--- src/rtl/mm_ss_pkg.sv ---
// Shared constants, state encoding and digit helpers for the mm:ss counter.
package mm_ss_pkg;

  localparam int DIGIT_W      = 4;
  localparam int SEC_ONES_LSB = 0;
  localparam int SEC_TENS_LSB = 4;
  localparam int MIN_ONES_LSB = 8;
  localparam int MIN_TENS_LSB = 12;
  localparam logic [15:0] MAX_TIME = 16'h5959;

  typedef enum logic {
    STOP = 1'b0,
    RUN  = 1'b1
  } state_t;

  function automatic logic digit_ok(input logic [DIGIT_W-1:0] d, input int mod);
    return int'(d) < mod;
  endfunction

  // Value a digit register will hold after the coming edge (no load in flight).
  function automatic logic [DIGIT_W-1:0] next_digit(input logic [DIGIT_W-1:0] q,
                                                    input logic inc, input logic wrap);
    if (wrap)     return '0;
    else if (inc) return q + 1'b1;
    else          return q;
  endfunction

endpackage

--- src/rtl/mm_ss_counter_bcd_digit.sv ---
// One mod-MOD BCD digit with synchronous preset; wrap flags the carry to the next digit.
module bcd_digit
  import mm_ss_pkg::*;
#(
  parameter int MOD = 10
) (
  input  logic               clk,
  input  logic               rst,
  input  logic               inc,
  input  logic               load,
  input  logic [DIGIT_W-1:0] load_val,
  output logic [DIGIT_W-1:0] q,
  output logic               wrap
);

  localparam logic [DIGIT_W-1:0] LAST = DIGIT_W'(MOD - 1);

  assign wrap = inc && (q == LAST);

  // NOTE: sequential state uses <= so every flop samples pre-edge values.
  always_ff @(posedge clk or posedge rst) begin
    if (rst)       q <= '0;
    else if (load) q <= load_val;
    else if (wrap) q <= '0;
    else if (inc)  q <= q + 1'b1;
  end

endmodule

--- src/rtl/mm_ss_counter.sv ---
// BCD mm:ss counter with start/stop, preset load port and hour-carry pulse.
// Define MM_SS_ALARM_EN to add the alarm_data input and alarm pulse output.
module mm_ss_counter
  import mm_ss_pkg::*;
#(
  parameter int ONES_MOD = 10,
  parameter int TENS_MOD = 6
) (
  input  logic         clk,
  input  logic         rst,
  input  logic         tick,
  input  logic         start,
  input  logic         stop,
  input  logic         load_valid,
  input  logic [15:0]  load_data,
  output logic         load_ready,
  output logic         load_err,
  output logic [3:0]   sec_ones,
  output logic [3:0]   sec_tens,
  output logic [3:0]   min_ones,
  output logic [3:0]   min_tens,
  output logic         running,
  output logic         carry_out
`ifdef MM_SS_ALARM_EN
  ,
  input  logic [15:0]  alarm_data,
  output logic         alarm
`endif
);

  state_t state;

  logic [DIGIT_W-1:0] ld_so, ld_st, ld_mo, ld_mt;
  logic load_ok, accept, do_load, count_en;
  logic w_so, w_st, w_mo, w_mt;

  assign ld_so = load_data[SEC_ONES_LSB +: DIGIT_W];
  assign ld_st = load_data[SEC_TENS_LSB +: DIGIT_W];
  assign ld_mo = load_data[MIN_ONES_LSB +: DIGIT_W];
  assign ld_mt = load_data[MIN_TENS_LSB +: DIGIT_W];

  assign load_ok = digit_ok(ld_so, ONES_MOD) && digit_ok(ld_st, TENS_MOD) &&
                   digit_ok(ld_mo, ONES_MOD) && digit_ok(ld_mt, TENS_MOD);

  assign load_ready = (state == STOP);
  assign accept     = load_valid && load_ready;
  assign do_load    = accept && load_ok;
  assign count_en   = tick && (state == RUN);
  assign running    = (state == RUN);

  // Each wrap already includes its own inc, so it is the full carry into the next digit.
  bcd_digit #(.MOD(ONES_MOD)) u_sec_ones (
    .clk(clk), .rst(rst), .inc(count_en), .load(do_load), .load_val(ld_so),
    .q(sec_ones), .wrap(w_so));
  bcd_digit #(.MOD(TENS_MOD)) u_sec_tens (
    .clk(clk), .rst(rst), .inc(w_so), .load(do_load), .load_val(ld_st),
    .q(sec_tens), .wrap(w_st));
  bcd_digit #(.MOD(ONES_MOD)) u_min_ones (
    .clk(clk), .rst(rst), .inc(w_st), .load(do_load), .load_val(ld_mo),
    .q(min_ones), .wrap(w_mo));
  bcd_digit #(.MOD(TENS_MOD)) u_min_tens (
    .clk(clk), .rst(rst), .inc(w_mo), .load(do_load), .load_val(ld_mt),
    .q(min_tens), .wrap(w_mt));

  always_ff @(posedge clk or posedge rst) begin
    if (rst) begin
      state     <= STOP;
      carry_out <= 1'b0;
      load_err  <= 1'b0;
    end else begin
      carry_out <= w_mt;
      load_err  <= accept && !load_ok;
      if (stop)       state <= STOP;
      else if (start) state <= RUN;
    end
  end

`ifdef MM_SS_ALARM_EN
  logic [15:0] nxt_time;

  assign nxt_time = {next_digit(min_tens, w_mo, w_mt), next_digit(min_ones, w_st, w_mo),
                     next_digit(sec_tens, w_so, w_st), next_digit(sec_ones, count_en, w_so)};

  // Only a counted tick can raise the alarm; loads happen in STOP where count_en is low.
  always_ff @(posedge clk or posedge rst) begin
    if (rst) alarm <= 1'b0;
    else     alarm <= count_en && (nxt_time == alarm_data);
  end
`endif

endmodule
--- config.mk ---
export PLATFORM = sky130hd
export DESIGN_NAME = mm_ss_counter
export DESIGN_NICKNAME = d
export VERILOG_FILES = /design/src/rtl/mm_ss_pkg.sv /design/src/rtl/mm_ss_counter_bcd_digit.sv /design/src/rtl/mm_ss_counter.sv
export SDC_FILE = /design/constraint.sdc
export NUM_CORES = 1
export LEC_CHECK = 0
export BUFFER_PORTS_ARGS = -buffer_cell sky130_fd_sc_hd__buf_2
export CORE_MARGIN = 2
export CORE_UTILIZATION = 52
export CTS_CLUSTER_DIAMETER = 200
export CTS_CLUSTER_SIZE = 25
export DETAILED_ROUTE_END_ITERATION = 8
export GPL_TIMING_DRIVEN = 0
export PLACE_DENSITY = 0.86
export SLEW_MARGIN = 20
export SYNTH_ARGS = -nofsm -noshare
export SYNTH_HDL_FRONTEND = slang
export SYNTH_SLANG_ARGS = --single-unit
--- constraint.sdc ---
create_clock -name clk -period 2.4 [get_ports clk]
set_input_delay 0.48 -clock clk [delete_from_list [all_inputs] [get_ports clk]]
set_output_delay 0.48 -clock clk [all_outputs]
set_load 0.01 [all_outputs]
Yosys cells after proc, flatten, opt, wreduce, memory -nomap -nowiden
Index checks and enable logic that the tools add are counted.
{ "totals": {"output_inout_bits": 20, "input_bits": 22, "wordCells": 51, "ff_bits": 19} }
{ "classes": {"bitwise_logic": 1, "muxes": 14, "n_eq_ne": 4, "n_reduce_logical": 17, "n_lt_le_gt_ge": 4, "addsub": 4} }
{ "op_table": {"columns": ["cell", "n"], "rows": [
  ["4-bit 2-to-1 mux", 12],
  ["4-bit by 1-bit adder with 4-bit output, second input constant", 4],
  ["3-bit nonzero test", 4],
  ["1-bit logical AND", 11],
  ["4-bit by 3-bit == test with 1-bit output, second input constant", 2],
  ["4-bit == test, second input constant", 2],
  ["4-bit by 3-bit less-than comparator with 1-bit output, second input constant", 2],
  ["4-bit less-than comparator, second input constant", 2],
  ["1-bit 2-to-1 mux", 2],
  ["2-bit nonzero test", 1],
  ["1-bit logical NOT", 1],
  ["1-bit inverter", 1]
]} }

Depth between registers and ports, before layout
{ "depth": {"word_depth": 7, "mapped_depth": 7, "ltp_nobuf": 7} }

By module
Synthesis repeated with hierarchy kept, for this count alone.
{ "unflattened": {"cells_unflattened": 131, "area_unflattened_um2": 1193.6} }
{ "by_module_without_submodules": {"columns": ["mod", "n_inst", "area_per_inst_um2", "seq_area_each_um2", "cells_per_inst"], "rows": [
  ["bcd_digit (u_min_ones ...)", 2, 269.0, 100.1, 30],
  ["bcd_digit (u_min_tens ...)", 2, 254.0, 100.1, 28],
  ["mm_ss_counter", 1, 147.6, 75.1, 15]
]} }

Least setup slack after synthesis
OpenSTA, ideal clock, no wires.
{ "synth_path": {"path_type": "register to register", "start": "reg u_sec_tens.q[1]", "end": "reg u_min_tens.q[2]", "path_buffers": 0, "setup_time_ns": 0.126, "t_arrival_ns": 1.584, "required_time_ns": 2.274, "slack_ns": 0.690, "path_stages_with_launch": 8, "synth_period_minus_slack_ns": 1.710, "cell_sequence": "dfrtp_1 > inv_1 > ha_1 > and3b_1 > nand3_4 > nor3_4 > o22ai_1 > a221o_1"} }
{ "synth_between": {"elab_chain_len": 6, "word_cells_on_any_way": 7, "cone_classes": "eq/ne (1); mux (2); reduce/logical (4)"} }
{ "synth_lines": {"columns": ["element", "line_no", "source"], "rows": [
  ["from (decl)", "mm_ss_counter_bcd_digit.sv:12", "output logic [DIGIT_W-1:0] q,"],
  ["from (signal assigned)", "mm_ss_counter_bcd_digit.sv:23", "else if (load) q <= load_val;"],
  ["from (signal assigned)", "mm_ss_counter_bcd_digit.sv:25", "else if (inc) q <= q + 1'b1;"],
  ["4-bit by 3-bit == test with 1-bit output (*)", "mm_ss_counter_bcd_digit.sv:18", "assign wrap = inc && (q == LAST);"],
  ["1-bit logical AND (*) (2 in a row)", "mm_ss_counter_bcd_digit.sv:18", null],
  ["1-bit logical AND", "mm_ss_counter_bcd_digit.sv:18", null],
  ["4-bit 2-to-1 mux", "mm_ss_counter_bcd_digit.sv:24", "else if (wrap) q <= '0;"],
  ["4-bit 2-to-1 mux", "mm_ss_counter_bcd_digit.sv:23", null],
  ["to (signal assigned)", "mm_ss_counter_bcd_digit.sv:23", null],
  ["to (signal assigned)", "mm_ss_counter_bcd_digit.sv:25", null],
  ["to (decl)", "mm_ss_counter_bcd_digit.sv:12", null]
]} }
Every way passes the cells marked *; elsewhere a longest branch is shown, timed or not.
A chain may end at the register's enable or synchronous reset.

Worst setup path after layout
Same ends and word-level chain as after synthesis.

==> impl_results.md <==
- Placeable Area: approximately 2100 µm²
- R2r setup slk: 530 ps
- RSZ-0062 raised after global routing: false
- Share of cells above drive strength 1: a little under a third
- Post-CTS Setup Inserts: 0
- Area delta synth->final: 23.2%
- Post-route ant nets: 0
- Slew HR: 51.3%
- Average size of a mapped cell: just under 9 µm²
- Final std cell area, no fill: 1420 µm²
- Cell leakage power: 0.000689 µW
- Drt first-iter violations: 23
- Fin Hold WS: 272 ps
- Register area share after synthesis: 41.2%
- Fin crit period: 1870 ps
- # diodes: 0
- Final setup vio count: 0
- Post-cts resize count: 0
- Yosys top cell area share: 41.2%
- Worst hold path type: in -> async
- Synth area leader: dfrtp_1
- WL final: around 2800 µm
- Synth area leaders: dfrtp_1 (41%), ha_1 (8.7%), nand2_1 (6.8%)
- Largest fanout on the critical path: 7
- Reg-to-reg endpoint: u_min_tens.q[2]
- Gr usage total: between 20% and 30%
- Clock-pin transition on the worst setup and hold timing paths: approximately 120 ps
- Hold buffer count at CTS: 0
- Total global routing overflow: 0
- Synth Warn #: 0
- Maxcap violations: 0
- Data arrival time of the worst path: 2070 ps
- # IOs: 42
- Post-Syn Area: 1150 µm²
- First-pass GRT wire length: 4600 µm
- Post-synth net total: 159
- Setup CP Type: reg -> reg
- Count of cell types in the netlist: 33
- Buffers from clock root to sink, at most: 2
- Clock Sinks: 19
- Outcome: finished clean
- Placed Area: around 1400 µm²
- DIE AREA: ~2600 µm²
- H-tree level count: 1
- Final Hold Viols: 0
- Via Count: 1,142
- Drt pass-1 iters: 4
- Yosys reg bits: 19
- P per Cell Area: 762 nW/µm²
- DRC: 0
- R2R depth: 7
- Critical R2R Launch: u_sec_tens.q[1]
- Final Max Slew Viols: 0
- Port Buffers: 41
- Initial antenna violation count: 0
- Site Rows: 17
- CTS tree: yes
- Worst slew pin tran: around 730 ps
- Fmax: around 0.54 GHz
- Vias per cell: 5.65
- Final period util: 77.7%
- Layout Skew: 9.66 ps
- Peak VDD IR: about 0.64 mV
- Vias in the first global route: 1,058
- Nets: 205
- Largest net degree at the start of global routing: 20
- Drt wl/cell: 13.6 µm
- Worst skew pair latency: between 300 and 400 ps
- CP Launch Type: flip-flop
- Total CTS buffers: 3
- Hpwl dp: 2130 µm
- Placer Congestion: 0.816
- CP Data Required Time: 2610 ps
- Cells after Synth: 129
- Die Y: 51.1 µm
- Die X: 51.1 µm
- Clock root cell: clkbuf_4
- Crit end category: flip-flop
- Initial Util: between 50% and 60%
- Setup TNS: 0 ps
==> cells by family after synthesis <==
group                      count (synthesis)  share of synthesized area [%]
adders and majority gates                  8                           8.68
and+or+nand+nor                           59                           28.0
DFF                                       19                           41.2
muxes                                      3                           2.71
buffers and inverters                      9                           3.15
AOI/OAI and AO/OA                         31                           16.3
==> area by class of cell <==
type / instances / area (µm²)
fillers: 196 / 727
multi-input cells: 101 / 642
flip-flops and latches: 19 / 475
repair buffers: 41 / 205
well taps: 28 / 35.0
inverters: 7 / 26.3
clock buffers: 3 / 22.5
plain buffers: 2 / 10.0
clock inverters: 1 / 5.00
==> worst max-delay path: stages (launching register included) <==
cell and delay (ps):
dfrtp_1 450, inv_1 90, ha_1 130, and3b_1 310, nand3_4 160, nor3_4 230
o22ai_1 110, a221o_1 290
==> cells in the final DEF (no fill, tap or decap), types with 3 or more instances in the layout <==
master | synthesis | routed
nand2_1 | 21 | 21
clkbuf_4 | 0 | 3
dfrtp_1 | 19 | 19
nand3_1 | 4 | 4
nor2_1 | 7 | 7
buf_2 | 2 | 43
ha_1 | 8 | 8
o21ai_0 | 11 | 11
a21oi_1 | 9 | 9
inv_1 | 7 | 7
nor3_1 | 10 | 10
or3_1 | 3 | 3
==> power breakdown <==
| part | leakage [µW] | internal, µW | switching (µW) |
|---|---|---|---|
| Combinational | 0.000432 | 177 | 218 |
| Sequential | 0.000239 | 402 | 117 |
| Clock | 0.0000177 | 62.2 | 106 |
==> flip-flops by register name (all words and copies together), names as in the netlist <==
| register | count |
|---|---|
| u_sec_tens.q | 4 |
| carry_out | 1 |
| u_sec_ones.q | 4 |
| u_min_tens.q | 4 |
| u_min_ones.q | 4 |
| load_err | 1 |
| running | 1 |
==> through the flow <==
step / utilization [%] / setup slack [ps] / total power, µW / std cells
2_1_floorplan: - / 690 / 745 / 129
3_3_place_gp: 64.9 / 424 / 884 / 198
3_5_place_dp: 64.9 / 421 / 921 / 198
4_1_cts: 66.2 / 556 / 1090 / 202
5_1_grt: 66.2 / 439 / 1160 / 202
6_report: 66.2 / 534 / 1080 / 202
==> cell usage after synthesis (all sizes together) <==
master,n
nand2,21
a211oi,2
a21oi,10
nor2,8
a311oi,1
and3b,1
o211ai,2
nand4,2
a221o,1
ha,8
nand3,5
nand3b,2
mux2,1
nor3,11
o21ai,11
nor3b,1
nor2b,1
and4,1
o2bb2ai,1
o22ai,1
and3,2
dfrtp,19
and2,1
or3,3
buf,2
a21o,2
mux2i,2
inv,7
==> layer usage <==
| metal | global-route usage, % | wire length, µm |
|---|---|---|
| met1 | 29.2 | 1200 |
| met4 | 9.46 | 28 |
| met5 | 0 | 0 |
| met2 | 41.6 | 1410 |
| met3 | 2.92 | 119 |
==> worst max-delay path by stage <==
| stage | start | end | slack (ps) |
|---|---|---|---|
| final | u_sec_tens.q[1] | u_min_tens.q[2] | 530 |
| after global routing | u_sec_tens.q[0] | u_min_ones.q[3] | 440 |
| after CTS | u_sec_tens.q[1] | u_min_tens.q[2] | 560 |
| after detailed placement | load_data[5] | u_min_ones.q[0] | 420 |
| after global placement | load_data[5] | u_min_ones.q[0] | 420 |
| after floorplan | u_sec_tens.q[1] | u_min_tens.q[2] | 690 |
No activity file was read; power rests on OpenSTA's default activity.
